### src/rtl/vga_pkg.sv
// Shared constants for the snake-game VGA scan/render path: default 640x480@60
// timing, snake pixel classes, game status codes and the 12-bit palette.
package vga_pkg;

  localparam int unsigned DEF_CLK_DIV  = 2;
  localparam int unsigned DEF_H_ACTIVE = 640;
  localparam int unsigned DEF_H_FP     = 16;
  localparam int unsigned DEF_H_SYNC   = 96;
  localparam int unsigned DEF_H_BP     = 48;
  localparam int unsigned DEF_V_ACTIVE = 480;
  localparam int unsigned DEF_V_FP     = 10;
  localparam int unsigned DEF_V_SYNC   = 2;
  localparam int unsigned DEF_V_BP     = 33;

  typedef enum logic [1:0] {
    SNAKE_NONE = 2'b00,
    SNAKE_HEAD = 2'b01,
    SNAKE_BODY = 2'b10,
    SNAKE_WALL = 2'b11
  } snake_code_e;

  localparam logic [1:0] GS_RESTART = 2'b00;
  localparam logic [1:0] GS_PLAY    = 2'b10;

  typedef logic [11:0] rgb12_t;

  localparam rgb12_t RGB_BLACK  = 12'h000;
  localparam rgb12_t RGB_GREY   = 12'h888;
  localparam rgb12_t RGB_RED    = 12'hF00;
  localparam rgb12_t RGB_YELLOW = 12'hFF0;
  localparam rgb12_t RGB_GREEN  = 12'h0F0;
  localparam rgb12_t RGB_GRID   = 12'h222;

  // Both 01 and 11 mean game over.
  function automatic logic game_over(logic [1:0] gs);
    return (gs != GS_RESTART) && (gs != GS_PLAY);
  endfunction

endpackage

### src/rtl/vga_scan_render_if.sv
// Bundle between the game core (master) and the VGA scan/render block (slave).
interface vga_scan_render_if;

  logic [1:0] snake_code;
  logic       apple_pix;
  logic [1:0] game_status;
  logic       pix_en;
  logic [9:0] x_pos;
  logic [9:0] y_pos;
  logic       frame_start;
  logic       hsync;
  logic       vsync;
  logic [3:0] vga_r;
  logic [3:0] vga_g;
  logic [3:0] vga_b;

  modport slave (
    input  snake_code, apple_pix, game_status,
    output pix_en, x_pos, y_pos, frame_start, hsync, vsync, vga_r, vga_g, vga_b
  );

  modport master (
    output snake_code, apple_pix, game_status,
    input  pix_en, x_pos, y_pos, frame_start, hsync, vsync, vga_r, vga_g, vga_b
  );

endinterface

### src/rtl/vga_timing.sv
// Pixel-clock divider, horizontal/vertical scan counters, frame strobe and the
// unregistered sync/active decode of the current scan position.
module vga_timing
  import vga_pkg::*;
#(
  parameter int unsigned CLK_DIV  = DEF_CLK_DIV,
  parameter int unsigned H_ACTIVE = DEF_H_ACTIVE,
  parameter int unsigned H_FP     = DEF_H_FP,
  parameter int unsigned H_SYNC   = DEF_H_SYNC,
  parameter int unsigned H_BP     = DEF_H_BP,
  parameter int unsigned V_ACTIVE = DEF_V_ACTIVE,
  parameter int unsigned V_FP     = DEF_V_FP,
  parameter int unsigned V_SYNC   = DEF_V_SYNC,
  parameter int unsigned V_BP     = DEF_V_BP
) (
  input  logic       clk,
  input  logic       rst,
  output logic       pix_en_o,
  output logic [9:0] x_pos_o,
  output logic [9:0] y_pos_o,
  output logic       frame_start_o,
  output logic       hsync_raw_o,
  output logic       vsync_raw_o,
  output logic       active_o
);

  localparam int unsigned H_TOTAL = H_ACTIVE + H_FP + H_SYNC + H_BP;
  localparam int unsigned V_TOTAL = V_ACTIVE + V_FP + V_SYNC + V_BP;
  localparam int unsigned DIV_W   = $clog2(CLK_DIV);

  localparam logic [DIV_W-1:0] DIV_LAST = DIV_W'(CLK_DIV - 1);
  localparam logic [9:0] X_LAST   = 10'(H_TOTAL - 1);
  localparam logic [9:0] Y_LAST   = 10'(V_TOTAL - 1);
  localparam logic [9:0] X_ACT    = 10'(H_ACTIVE);
  localparam logic [9:0] Y_ACT    = 10'(V_ACTIVE);
  localparam logic [9:0] HS_FIRST = 10'(H_ACTIVE + H_FP);
  localparam logic [9:0] HS_LAST  = 10'(H_ACTIVE + H_FP + H_SYNC - 1);
  localparam logic [9:0] VS_FIRST = 10'(V_ACTIVE + V_FP);
  localparam logic [9:0] VS_LAST  = 10'(V_ACTIVE + V_FP + V_SYNC - 1);

  logic [DIV_W-1:0] div_cnt_q, div_cnt_d;
  logic [9:0]       x_q, x_d;
  logic [9:0]       y_q, y_d;
  logic             pix_en;

  assign pix_en = (div_cnt_q == DIV_LAST);

  always_comb begin
    div_cnt_d = pix_en ? '0 : div_cnt_q + DIV_W'(1);
    x_d       = x_q;
    y_d       = y_q;
    if (pix_en) begin
      if (x_q == X_LAST) begin
        x_d = '0;
        y_d = (y_q == Y_LAST) ? '0 : y_q + 10'd1;
      end else begin
        x_d = x_q + 10'd1;
      end
    end
  end

  always_ff @(posedge clk or negedge rst) begin
    if (!rst) begin
      div_cnt_q <= '0;
      x_q       <= '0;
      y_q       <= '0;
    end else begin
      div_cnt_q <= div_cnt_d;
      x_q       <= x_d;
      y_q       <= y_d;
    end
  end

  assign pix_en_o      = pix_en;
  assign x_pos_o       = x_q;
  assign y_pos_o       = y_q;
  assign frame_start_o = pix_en && (x_q == '0) && (y_q == '0);
  assign hsync_raw_o   = !((x_q >= HS_FIRST) && (x_q <= HS_LAST));
  assign vsync_raw_o   = !((y_q >= VS_FIRST) && (y_q <= VS_LAST));
  assign active_o      = (x_q < X_ACT) && (y_q < Y_ACT);

endmodule

### src/rtl/vga_scan_render.sv
// VGA scan + render top: one-pixel render register aligning RGB with syncs.
// Optional VGA_GRID_LINES_EN draws an 8x8 cell grid on empty active pixels.
module vga_scan_render
  import vga_pkg::*;
#(
  parameter int unsigned CLK_DIV  = DEF_CLK_DIV,
  parameter int unsigned H_ACTIVE = DEF_H_ACTIVE,
  parameter int unsigned H_FP     = DEF_H_FP,
  parameter int unsigned H_SYNC   = DEF_H_SYNC,
  parameter int unsigned H_BP     = DEF_H_BP,
  parameter int unsigned V_ACTIVE = DEF_V_ACTIVE,
  parameter int unsigned V_FP     = DEF_V_FP,
  parameter int unsigned V_SYNC   = DEF_V_SYNC,
  parameter int unsigned V_BP     = DEF_V_BP
) (
  input logic               clk,
  input logic               rst,
  vga_scan_render_if.slave  bus
);

  logic       pix_en;
  logic [9:0] x_pos;
  logic [9:0] y_pos;
  logic       frame_start;
  logic       hsync_raw;
  logic       vsync_raw;
  logic       active;

  vga_timing #(
    .CLK_DIV (CLK_DIV),
    .H_ACTIVE(H_ACTIVE), .H_FP(H_FP), .H_SYNC(H_SYNC), .H_BP(H_BP),
    .V_ACTIVE(V_ACTIVE), .V_FP(V_FP), .V_SYNC(V_SYNC), .V_BP(V_BP)
  ) u_timing (
    .clk          (clk),
    .rst          (rst),
    .pix_en_o     (pix_en),
    .x_pos_o      (x_pos),
    .y_pos_o      (y_pos),
    .frame_start_o(frame_start),
    .hsync_raw_o  (hsync_raw),
    .vsync_raw_o  (vsync_raw),
    .active_o     (active)
  );

  rgb12_t colour_next;
  rgb12_t rgb_q, rgb_d;
  logic   hsync_q, hsync_d;
  logic   vsync_q, vsync_d;

  // Snake class outranks the apple; anything outside the active area is black.
  always_comb begin
    colour_next = RGB_BLACK;
    if (active) begin
      case (bus.snake_code)
        SNAKE_WALL: colour_next = game_over(bus.game_status) ? RGB_RED : RGB_GREY;
        SNAKE_HEAD: colour_next = RGB_YELLOW;
        SNAKE_BODY: colour_next = RGB_GREEN;
        SNAKE_NONE: begin
          if (bus.apple_pix) begin
            colour_next = RGB_RED;
          end
`ifdef VGA_GRID_LINES_EN
          else if ((x_pos[2:0] == 3'd0) || (y_pos[2:0] == 3'd0)) begin
            colour_next = RGB_GRID;
          end
`endif
        end
      endcase
    end
  end

  always_comb begin
    rgb_d   = rgb_q;
    hsync_d = hsync_q;
    vsync_d = vsync_q;
    if (pix_en) begin
      rgb_d   = colour_next;
      hsync_d = hsync_raw;
      vsync_d = vsync_raw;
    end
  end

  always_ff @(posedge clk or negedge rst) begin
    if (!rst) begin
      rgb_q   <= RGB_BLACK;
      hsync_q <= 1'b1;
      vsync_q <= 1'b1;
    end else begin
      rgb_q   <= rgb_d;
      hsync_q <= hsync_d;
      vsync_q <= vsync_d;
    end
  end

  assign bus.pix_en      = pix_en;
  assign bus.x_pos       = x_pos;
  assign bus.y_pos       = y_pos;
  assign bus.frame_start = frame_start;
  assign bus.hsync       = hsync_q;
  assign bus.vsync       = vsync_q;
  assign bus.vga_r       = rgb_q[11:8];
  assign bus.vga_g       = rgb_q[7:4];
  assign bus.vga_b       = rgb_q[3:0];

endmodule
### src/flat_wrapper.sv
// flat-port wrapper written by rule: the top's interface ports become plain ports
module vga_scan_render_flat import vga_pkg::*;
#(
  parameter int unsigned CLK_DIV  = DEF_CLK_DIV,
  parameter int unsigned H_ACTIVE = DEF_H_ACTIVE,
  parameter int unsigned H_FP     = DEF_H_FP,
  parameter int unsigned H_SYNC   = DEF_H_SYNC,
  parameter int unsigned H_BP     = DEF_H_BP,
  parameter int unsigned V_ACTIVE = DEF_V_ACTIVE,
  parameter int unsigned V_FP     = DEF_V_FP,
  parameter int unsigned V_SYNC   = DEF_V_SYNC,
  parameter int unsigned V_BP     = DEF_V_BP
)
  (clk, rst, bus_snake_code, bus_apple_pix, bus_game_status, bus_pix_en, bus_x_pos, bus_y_pos, bus_frame_start, bus_hsync, bus_vsync, bus_vga_r, bus_vga_g, bus_vga_b);
  vga_scan_render_if bus_i ();
  input logic clk;
  input logic rst;
  input wire logic [$bits(bus_i.snake_code)-1:0] bus_snake_code;
  input wire logic [$bits(bus_i.apple_pix)-1:0] bus_apple_pix;
  input wire logic [$bits(bus_i.game_status)-1:0] bus_game_status;
  output wire logic [$bits(bus_i.pix_en)-1:0] bus_pix_en;
  output wire logic [$bits(bus_i.x_pos)-1:0] bus_x_pos;
  output wire logic [$bits(bus_i.y_pos)-1:0] bus_y_pos;
  output wire logic [$bits(bus_i.frame_start)-1:0] bus_frame_start;
  output wire logic [$bits(bus_i.hsync)-1:0] bus_hsync;
  output wire logic [$bits(bus_i.vsync)-1:0] bus_vsync;
  output wire logic [$bits(bus_i.vga_r)-1:0] bus_vga_r;
  output wire logic [$bits(bus_i.vga_g)-1:0] bus_vga_g;
  output wire logic [$bits(bus_i.vga_b)-1:0] bus_vga_b;
  assign bus_i.snake_code = bus_snake_code;
  assign bus_i.apple_pix = bus_apple_pix;
  assign bus_i.game_status = bus_game_status;
  assign bus_pix_en = bus_i.pix_en;
  assign bus_x_pos = bus_i.x_pos;
  assign bus_y_pos = bus_i.y_pos;
  assign bus_frame_start = bus_i.frame_start;
  assign bus_hsync = bus_i.hsync;
  assign bus_vsync = bus_i.vsync;
  assign bus_vga_r = bus_i.vga_r;
  assign bus_vga_g = bus_i.vga_g;
  assign bus_vga_b = bus_i.vga_b;
  vga_scan_render #(.CLK_DIV(CLK_DIV), .H_ACTIVE(H_ACTIVE), .H_FP(H_FP), .H_SYNC(H_SYNC), .H_BP(H_BP), .V_ACTIVE(V_ACTIVE), .V_FP(V_FP), .V_SYNC(V_SYNC), .V_BP(V_BP)) u_core (.clk(clk), .rst(rst), .bus(bus_i));
endmodule
### config.mk
export PLATFORM = sky130hd
export DESIGN_NAME = vga_scan_render_flat
export DESIGN_NICKNAME = d
export VERILOG_FILES = /design/src/rtl/vga_pkg.sv /design/src/rtl/vga_scan_render_if.sv /design/src/rtl/vga_timing.sv /design/src/rtl/vga_scan_render.sv /design/src/flat_wrapper.sv
export SDC_FILE = /design/constraint.sdc
export NUM_CORES = 1
export LEC_CHECK = 0
export BUFFER_PORTS_ARGS = -buffer_cell sky130_fd_sc_hd__buf_2
export CAP_MARGIN = 30
export CELL_PAD_IN_SITES_DETAIL_PLACEMENT = 0
export CELL_PAD_IN_SITES_GLOBAL_PLACEMENT = 2
export CORE_ASPECT_RATIO = 1.75
export CORE_UTILIZATION = 31
export CTS_CLUSTER_DIAMETER = 150
export DETAILED_ROUTE_END_ITERATION = 8
export PLACE_DENSITY_LB_ADDON = 0.1
export RECOVER_POWER = 25
export SLEW_MARGIN = 5
export SYNTH_ARGS = -nofsm -noshare
export SYNTH_HDL_FRONTEND = slang
export SYNTH_SLANG_ARGS = --single-unit
### constraint.sdc
create_clock -name clk -period 2 [get_ports clk]
set_input_delay 0.1 -clock clk [delete_from_list [all_inputs] [get_ports clk]]
set_output_delay 0.1 -clock clk [all_outputs]
set_load 0.05 [all_outputs]
# Word-level counts from Yosys, hierarchy flattened
# Cells that the tools add are included.
[word_totals] reg_bits=35 in_bits=7 output_inout_bits=36 elab_cells=41
[op_classes] add_sub_neg=3 order_cmp=6 n_eq_ne=6 n_mux=7 reduce_logical=13
[ops] op="case mux 12 bit (4 select lines)" n=1
[ops] op="2-to-1 mux 12 bit" n=2
[ops] op="adder 10 x 1 -> 10 bit (second input constant)" n=2
[ops] op="equality test 10 bit (second input constant)" n=2
[ops] op="logical NOT 10 bit" n=2
[ops] op="2-to-1 mux 10 bit" n=2
[ops] op="2-to-1 mux 11 bit" n=1
[ops] op="greater-or-equal comparator 10 bit (second input constant)" n=1
[ops] op="greater-or-equal comparator 10 x 9 -> 1 bit (second input constant)" n=1
[ops] op="less-or-equal comparator 10 bit (second input constant)" n=1
[ops] op="less-or-equal comparator 10 x 9 -> 1 bit (second input constant)" n=1
[ops] op="less-than comparator 10 bit (second input constant)" n=1
[ops] op="less-than comparator 10 x 9 -> 1 bit (second input constant)" n=1
[ops] op="logical AND 1 bit" n=6
[ops] op="equality test 2 bit (second input constant)" n=2
[ops] op="equality test 2 x 1 -> 1 bit (second input constant)" n=1
[ops] op="logical NOT 1 bit" n=2
[ops] op="logical NOT 2 bit" n=1
[ops] op="!= test 2 bit (second input constant)" n=1
[ops] op="AND reduction 2 bit" n=1
[ops] op="nonzero test 2 bit" n=1
[ops] op="adder 1 bit (second input constant)" n=1
[ops] op="2-to-1 mux 1 bit" n=1

# Longest topological paths before layout
# Gate-level depths: netlist (run 1).
[logic_depth] depth_word=5 ltp_mapped=6 depth_no_buf=6

# By module
# A second synthesis (run 1) with hierarchy kept.
[unflattened] hier_cells=160 area_unflattened_um2=1612.8
[modules_own_cells] module="vga_timing" instances=1 cells_each=119 area_each_um2=1211.2 seq_area_each_um2=525.5
[modules_own_cells] module="vga_scan_render" instances=1 cells_each=41 area_each_um2=401.6 seq_area_each_um2=177.7

# Worst setup path before layout (run 1)
# No wires, ideal clock.
[synth_timing] path_type="flip-flop to output port" startpoint="reg u_core.u_timing.div_cnt_q, in the netlist u_core.u_timing.pix_en_o" endpoint="out bus_frame_start" arrival_ns=2.762 t_required_ns=1.900 path_slack_ns=-0.862 stages_incl_launch_ff=4 n_path_buf=1 path_cell_list="dfrtp_1 -> clkbuf_1 -> clkinv_1 -> nor4_1"
[synth_via] elab_chain_cells=2
[synth_lines] item="start, declared" line="vga_timing.sv:41" rtl="logic [DIV_W-1:0] div_cnt_q, div_cnt_d;"
[synth_lines] item="start signal, assigned" line="vga_timing.sv:68" rtl="div_cnt_q <= div_cnt_d;"
[synth_lines] item="logical AND 1 bit (2 in a row)" line="vga_timing.sv:77" rtl="assign frame_start_o = pix_en && (x_q == '0) && (y_q == '0);"
[synth_lines] item="end, declared" line="flat_wrapper.sv:24" rtl="output wire logic [$bits(bus_i.frame_start)-1:0] bus_frame_start;"
# Every way passes these cells.

# Worst setup path after layout (run 1)
[layout_timing] startpoint="reg u_core.u_timing.x_q[7], in the netlist u_core.u_timing.x_pos_o[7]" endpoint="out bus_frame_start"
[layout_via] elab_chain_cells=3
[layout_lines] item="start, declared" line="vga_timing.sv:42" rtl="logic [9:0] x_q, x_d;"
[layout_lines] item="start signal, assigned" line="vga_timing.sv:65" rtl="x_q <= '0;"
[layout_lines] item="start signal, assigned" line="vga_timing.sv:69" rtl="x_q <= x_d;"
[layout_lines] item="logical NOT 10 bit" line="vga_timing.sv:77"
[layout_lines] item="logical AND 1 bit (2 in a row)" line="vga_timing.sv:77"
# Every way passes these cells.

==> reports/results.txt, run 1 <==
WP data arrival: 1.82 ns
# port buffers: 38
Post-detail-place hpwl: 2980 um
Die width: 55.1 um
Sequential share of the synthesized area: 0.460
Count of final setup violators: 0
Vias in the first global route: 1,203
Total number of vias: 1,302
Final Non-Filler Cells: 251
Core region area: 4710 um^2
Synthesis-to-layout area growth: 26.7%
Final period utilization: 0.958
ANT nets after route: 0
Setup crit end kind: primary output
CTS tree: yes
Syn Area/Cell: 9.99 um^2
Max Fclk: 522 MHz
Drt drc: 0
Largest net degree at the start of global routing: 29
Sink Count: 28
Worst hold margin: 0.127 ns
Highest Signal Layer: met4
H-tree levels: 1
Ant diodes: 0
Setup_tns: 0 ns
P per Cell Area: 544 nW/um^2
Global Route Usage Sum: 0.161
Overall power: 1.05 mW
Layout cells sized above 1: 0.377
Met2 wire length: 2090 um
Routability cong.: 0.756
Async SR Flop Fraction: 1.00
Crit path required time: 1.90 ns
Endpoints failing hold: 0
Min-Delay Path Class: input port to register
Remaining Overflow, GRT: 0
Clk slew on worst S/H paths: 0.10 ns
VDD IR max: 0.324 mV
First-pass GRT wire length: 5980 um
M1 WL: 1540 um
# fillers: 481
Placed inst area: 1850 um^2
Seq cells post-synth: 28
Top FF cell, synth: dfrtp_1
Lkg Pwr: 0.963 nW
Most frequent cell after synthesis: dfrtp_1
Cell taking the most area after synthesis: dfrtp_1
Post-synth top area share: 0.426
Synth warn: 0
Crit path cell chain: buf_4, or4_1, nor4_4, buf_6
WS Path Type: register to primary output
Initial DRC Count: 20
Met3 WL: 147 um
Min cycle time layout: 1.92 ns
Startpoint Class: register
Top Ports: 43
Slowest CP cell: or4_1
Drt first pass iters: 4
RSZ-0062 raised after global routing: no
Drt total wl: 3850 um
Top post-synthesis cells by count: 26 x dfrtp_1, 10 x nand2_1, 10 x nor2_1
CTS Root Cell: clkbuf_8
Max Clock Skew: 0.00854 ns
Status: finished clean
Initial antenna violation count: 0
Max-slew violations: 0
Synth unique cells: 39
Max_cap viols: 0
Worst slew margin: 0.568
Post-route cell area: 1940 um^2
Worst skew pair latency: 0.27 ns
EDFF count, synth: 0
Vias per cell: 5.19
Nets@finish: 214
Worst path max stage delay: 0.52 ns
Die area: 5230 um^2
CP Max Fanout: 6
Drt wl/cell: 15.3 um
Worst slew pin tran: 0.648 ns
Longest Clk Path Bufs: 2
Syn Std Cell Area: 1530 um^2
Cells after Synth: 153
Die height: 94.9 um
Placed cells: 246
Core Rows: 33
TritonCTS buffer count: 3
Initial core utilization: 0.325
Synth top area cells: dfrtp_1 43%, ha_1 5.7%, buf_4 3.9%
[power by group]
part	switching [mW]	total (mW)	internal, mW
Combinational	0.0986	0.121	0.0228
Clock	0.175	0.351	0.176
Sequential	0.00579	0.580	0.574
Total	0.280	1.05	0.773
[final cells by class]
cell class	count	area, um^2	share of cell area
Multi-Input combinational cell	107	768	0.397
Sequential cell	28	714	0.369
Timing Repair Buffer	52	304	0.157
Tap cell	52	65.1	0.0336
Clock buffer	4	55.1	0.0284
Inverter	8	30.0	0.0155
[worst max-delay path: cells and delay by family (launching register included)]
kind	cells	cell delay (ns)
and+or+nand+nor	2	0.77
DFF	1	0.42
buffers and inverters	2	0.35
[state kept, by name, summed over array words and instances (netlist names)]
name,cells
u_core.bus.hsync,1
u_core.u_timing.y_pos_o,10
u_core.bus.vsync,1
u_core.rgb_q,5
u_core.u_timing.x_pos_o,10
u_core.u_timing.pix_en_o,1
[placed cells by master, fill, tap and decap left out, types with 6 or more instances in the layout]
| cell type | count |
|---|---|
| dfrtp_2 | 9 |
| o21ai_0 | 6 |
| inv_1 | 6 |
| nand2_1 | 10 |
| xor2_1 | 6 |
| nand3_1 | 6 |
| buf_4 | 13 |
| ha_1 | 6 |
| nor2_1 | 10 |
| dfrtp_1 | 17 |
| nand4_1 | 6 |
| and3_1 | 6 |
| buf_2 | 37 |
[cells by family after synthesis]
logic type	after synthesis	share of synthesized area
buffers and inverters	20	0.0687
AND/OR/NAND/NOR	61	0.235
multiplexers	2	0.0147
adder cells (fa/ha/maj)	7	0.0573
XOR/XNOR	10	0.0573
AO/OA/AOI/OAI	24	0.105
other	1	0.00245
flip-flops	28	0.460
[final timing paths]
path	startpoint	endpoint	slack, ns	cells after the start
setup / recovery	u_core.u_timing.x_pos_o[7]$_DFFE_PN0P_	bus_frame_start	0.08	4
hold / removal	bus_game_status[0]	u_core.rgb_q[3]$_DFFE_PN0P_	0.13	3
setup reg to reg	u_core.u_timing.x_pos_o[7]$_DFFE_PN0P_	u_core.u_timing.y_pos_o[8]$_DFFE_PN0P_	0.09	5
hold reg to reg	u_core.rgb_q[11]$_DFFE_PN0P_	u_core.rgb_q[11]$_DFFE_PN0P_	0.49	1
max in group asynchronous	rst	u_core.u_timing.x_pos_o[1]$_DFFE_PN0P_	1.16	2
min in group asynchronous	rst	u_core.rgb_q[10]$_DFFE_PN0P_	0.38	2
[stage by stage]
stage	setup slack, ns	util
final	0.0843	0.411
after global routing	0.00740	0.411
after CTS	0.0126	0.410
after detailed placement	0.118	0.394
after global placement	0.147	0.394
after floorplan	-0.0181	-
[what timing repair did]
item                                    CTS  global route
hold endpoints to repair                 26             0
resized for setup                         3             2
endpoints found under the setup margin    1             1
pin swaps                                 0             1
hold buffers                              1             0
setup buffers                             0             0
[routing by layer]
| metal | global-route usage | vias to the layer above |
|---|---|---|
| met2 | 0.283 | 43 |
| li1 | - | 637 |
| met5 | 0 | - |
| met4 | 0.0646 | 0 |
| met3 | 0.0145 | 6 |
| met1 | 0.190 | 616 |
Note: power is estimated with default switching activity, not from simulation.
==> inputs of run 2 (changes only) <==
--- a/config.mk
+++ b/config.mk
@@ -11,4 +11,5 @@
 export CELL_PAD_IN_SITES_GLOBAL_PLACEMENT = 2
 export CORE_ASPECT_RATIO = 1.75
+export CORE_MARGIN = 4
 export CORE_UTILIZATION = 31
 export CTS_CLUSTER_DIAMETER = 150
==> constraint.sdc (replaced) <==
create_clock -name clk -period 2 [get_ports clk]
set_input_delay 0.2 -clock clk [delete_from_list [all_inputs] [get_ports clk]]
set_output_delay 0.2 -clock clk [all_outputs]
set_load 0.05 [all_outputs]
==> reports/results.txt, run 2 (synthesis gave the netlist of run 1 again) <==
Vias in the first global route: 1,293
Nets@finish: 211
Drt first pass iters: 4
Crit path cell chain: or4_4, nor4_4, buf_6
Worst slew margin: 0.509
Initial antenna violation count: 0
Post-detail-place hpwl: 3130 um
Routability cong.: 0.855
Startpoint Class: register
Largest net degree at the start of global routing: 29
Max_cap viols: 0
Critical path origin: u_core.u_timing.x_pos_o[8]$_DFFE_PN0P_
Drt wl/cell: 16.4 um
Min cycle time layout: 1.96 ns
WS Path Type: register to primary output
Setup crit end kind: primary output
Die width: 61.1 um
Die area: 6160 um^2
Sink Count: 28
# port buffers: 38
CTS Root Cell: clkbuf_8
Drt drc: 0
Longest Clk Path Bufs: 2
Clk slew on worst S/H paths: 0.10 ns
RR Endpoint: u_core.u_timing.y_pos_o[7]$_DFFE_PN0P_
Worst R2R Start: u_core.u_timing.x_pos_o[0]$_DFFE_PN0P_
P per Cell Area: 533 nW/um^2
Ant diodes: 0
FF-to-FF path depth: 6
Die height: 101 um
CTS tree: yes
Endpoints failing hold: 0
Total number of vias: 1,306
Top Ports: 43
Most common cell after layout, fill and taps aside: buf_2
Final period utilization: 0.982
Min-Delay Path Class: input port to register
Worst skew pair latency: 0.28 ns
Setup_tns: 0 ns
H-tree levels: 1
Initial DRC Count: 41
Core Rows: 33
Status: finished clean
Worst slew pin tran: 0.737 ns
Crit path required time: 1.80 ns
ANT nets after route: 0
WP data arrival: 1.76 ns
Count of final setup violators: 0
Max-slew violations: 0
Slowest CP cell: or4_4
Remaining Overflow, GRT: 0
Lkg Pwr: 0.940 nW
Max Fclk: 509 MHz
TritonCTS buffer count: 3
Global Route Usage Sum: 0.142
RSZ-0062 raised after global routing: yes
Post-CTS setup buffers: 0
# fillers: 507
Hold Crit Start: bus_game_status[0]
Drt total wl: 4080 um
VDD IR max: 0.289 mV
Worst hold margin: 0.234 ns
Layout cells sized above 1: 0.388
Worst path max stage delay: 0.54 ns
R2R setup slack: 0.11 ns
Most frequent cells in the layout: 36 x buf_2, 13 x dfrtp_1, 13 x dfrtp_2
Max Clock Skew: 0.00916 ns
Core region area: 4750 um^2
CP Capture Point: bus_frame_start
Synthesis-to-layout area growth: 25.7%
CP Max Fanout: 8
Initial core utilization: 0.322
Vias per cell: 5.27
First-pass GRT wire length: 6560 um
run 2: cell types whose count changed in the layout (fill, tap and decap cells not counted), sizes merged:
cell / previous run / this run
buf: 51 / 47
clkbuf: 4 / 5
run 2: worst min-delay path by stage:
stage                                         endpoint  cells past startpoint
after floorplan           u_core.rgb_q[10]$_DFFE_PN0P_                      0
after global placement     u_core.rgb_q[6]$_DFFE_PN0P_                      1
after detailed placement   u_core.rgb_q[3]$_DFFE_PN0P_                      1
after CTS                  u_core.rgb_q[3]$_DFFE_PN0P_                      3
after global routing       u_core.rgb_q[3]$_DFFE_PN0P_                      3
final                      u_core.rgb_q[3]$_DFFE_PN0P_                      3
run 2: through the flow:
stage	utilization	power, mW	setup WS [ns]	std cells	area [um^2]
2_1_floorplan	-	0.690	-0.0181	155	1580
3_3_place_gp	0.388	0.712	0.0920	244	1840
3_5_place_dp	0.388	0.714	0.0677	244	1840
4_1_cts	0.403	1.04	0.00360	248	1910
5_1_grt	0.405	1.08	-0.0607	248	1920
6_report	0.405	1.02	0.0355	248	1920
run 2: area by class of cell:
class	count	area, um^2	share of cell area
Timing Repair Buffer	49	282	0.146
Multi-Input combinational cell	107	781	0.406
Inverter	8	30.0	0.0156
Tap cell	52	65.1	0.0339
Sequential cell	28	719	0.374
Clock buffer	4	45.0	0.0234
run 2: worst max-delay path: cells and delay by family, from the launching register on:
kind | cells | cell delay (ns)
buffers and inverters | 1 | 0.20
DFF | 1 | 0.47
and+or+nand+nor | 2 | 0.82
run 2: per-layer routing:
metal	part of all wire	GRT usage	vias to the layer above
met5	0	0	-
met2	0.54	0.246	44
met1	0.38	0.168	629
li1	-	-	623
met4	0.024	0.0584	0
met3	0.049	0.0205	10
run 2: timing repair:
action | in CTS | in global routing
resized for setup | 5 | 3
setup endpoints to repair | 1 | 1
pin swaps | 2 | 1
hold endpoints to repair | 26 | 0
hold buffers | 1 | 0
run 2: power by group:
| group | total (mW) | switching, mW | internal (mW) |
|---|---|---|---|
| clock network | 0.322 | 0.179 | 0.143 |
| registers | 0.580 | 0.00567 | 0.574 |
| logic | 0.122 | 0.0992 | 0.0229 |
==> inputs of run 3 (changes only) <==
BUFFER_PORTS_ARGS = unset   (was -buffer_cell sky130_fd_sc_hd__buf_2)
CORE_UTILIZATION = 37   (was 31)
DONT_BUFFER_PORTS = 1   (was unset)
MAX_ROUTING_LAYER = met4   (was unset)
==> reports/results.txt, run 3 (synthesis gave the netlist of run 1 again) <==
Drt total wl: 3970 um
Max_cap viols: 0
Clk slew on worst S/H paths: 0.10 ns
Nets@finish: 201
Crit path cell chain: or4_4, nor4_4, buf_12
Ant diodes: 0
Lkg Pwr: 0.935 nW
H-tree levels: 1
Vias in the first global route: 1,335
TritonCTS buffer count: 3
Most frequent cells in the layout: 35 x buf_4, 14 x dfrtp_1, 12 x dfrtp_2
Placed inst area: 1800 um^2
Comb pwr share: 0.089
Initial core utilization: 0.388
Post-detail-place hpwl: 3050 um
Highest Signal Layer: met4
M1 WL: 1410 um
VDD IR max: 0.339 mV
Synthesis-to-layout area growth: 30.0%
Startpoint Class: register
Sw power: 278 uW
Worst slew pin tran: 1.30 ns
Register share of total power: 0.571
CP Buf/Inv Count: 1
Core Rows: 30
Routability cong.: 0.784
WS Path Type: register to primary output
Endpoints failing hold: 0
Die height: 93.0 um
Worst slew margin: 0.131
Slowest CP cell: or4_4
Sink Count: 28
Crit path required time: 1.80 ns
Drt drc: 0
Clk pwr share: 0.340
Max Clock Skew: 0.00364 ns
Worst skew pair latency: 0.27 ns
RSZ-0062 raised after global routing: yes
Switching share of power: 0.267
Status: finished clean
Worst hold margin: 0.116 ns
Die width: 56.6 um
Setup crit end kind: primary output
Core region area: 3940 um^2
Global Route Usage Sum: 0.167
P per Cell Area: 525 nW/um^2
Largest net degree at the start of global routing: 29
Longest Clk Path Bufs: 2
Max-slew violations: 0
Post-route cell area: 1990 um^2
WP data arrival: 1.79 ns
Most common cell after layout, fill and taps aside: buf_4
Worst path max stage delay: 0.54 ns
Vias per cell: 5.39
Min-Delay Path Class: input port to register
Pint: 765 uW
CTS tree: yes
Top Ports: 43
ANT nets after route: 0
CP Max Fanout: 8
Initial antenna violation count: 0
Remaining Overflow, GRT: 0
Initial DRC Count: 19
First-pass GRT wire length: 6620 um
Drt wl/cell: 17.0 um
Total number of vias: 1,261
Met2 wire length: 2290 um
Family with the most delay on the worst path: simple AND/OR/NAND/NOR gates
Die area: 5270 um^2
Met3 WL: 178 um
# port buffers: 0
Layout cells sized above 1: 0.382
Min cycle time layout: 1.99 ns
Drt first pass iters: 4
CTS Root Cell: clkbuf_8
Count of final setup violators: 0
Max Fclk: 502 MHz
Final period utilization: 0.996
run 3: cell type report:
type	count	area (um^2)
clock buffers	4	55.1
fillers	390	1950
inverters	8	30.0
multi-input cells	107	808
flip-flops and latches	28	718
well taps	48	60.1
repair buffers	39	317
run 3: power by group through the flow:
stage	Clock [mW]	Sequential [mW]	Combinational, mW
6_report	0.355	0.596	0.0930
3_3_place_gp	0	0.607	0.0785
5_1_grt	0.398	0.597	0.0999
4_1_cts	0.371	0.596	0.0981
3_5_place_dp	0	0.607	0.0793
2_1_floorplan	0	0.622	0.0688
run 3: per-stage QoR:
stage                     utilization  setup TNS (ns)  worst slack [ns]  power [mW]  std cells
after floorplan                     -         -0.0327           -0.0181       0.690        155
after global placement          0.457               0            0.0829       0.686        221
after detailed placement        0.457               0            0.0514       0.686        221
after CTS                       0.496         -0.0423           -0.0423        1.07        230
after global routing            0.504         -0.0700           -0.0700        1.10        234
final                           0.504               0           0.00757        1.04        234
run 3: worst paths after layout:
check	depth (start not counted)	startpoint	slack [ns]	to
setup / recovery	3	u_core.u_timing.x_pos_o[8]$_DFFE_PN0P_	0.008	bus_frame_start
hold / removal	2	bus_game_status[0]	0.12	u_core.rgb_q[10]$_DFFE_PN0P_
setup reg to reg	6	u_core.u_timing.x_pos_o[0]$_DFFE_PN0P_	0.12	u_core.u_timing.y_pos_o[8]$_DFFE_PN0P_
hold reg to reg	1	u_core.rgb_q[10]$_DFFE_PN0P_	0.50	u_core.rgb_q[10]$_DFFE_PN0P_
max in group asynchronous	2	rst	0.32	u_core.u_timing.x_pos_o[3]$_DFFE_PN0P_
min in group asynchronous	2	rst	0.83	u_core.rgb_q[6]$_DFFE_PN0P_
run 3: per-layer routing:
metal	up-vias	GRT usage
met2	31	0.314
li1	601	-
met1	622	0.167
met5	-	-
met3	7	0.0249
met4	0	0.0713
run 3: worst register-to-register path, cell delays in order (launching register included):
cell	delay [ns]
dfrtp_2	0.40
buf_4	0.13
ha_4	0.13
nand4_1	0.14
or4_4	0.54
nor4_4	0.31
xor2_1	0.16
run 3: timing repair:
item | in CTS | in global routing
pin swaps | 3 | 2
resized for setup | 10 | 3
hold buffers | 2 | 0
setup buffers | 3 | 4
setup endpoints to repair | 1 | 2
hold endpoints to repair | 28 | 0
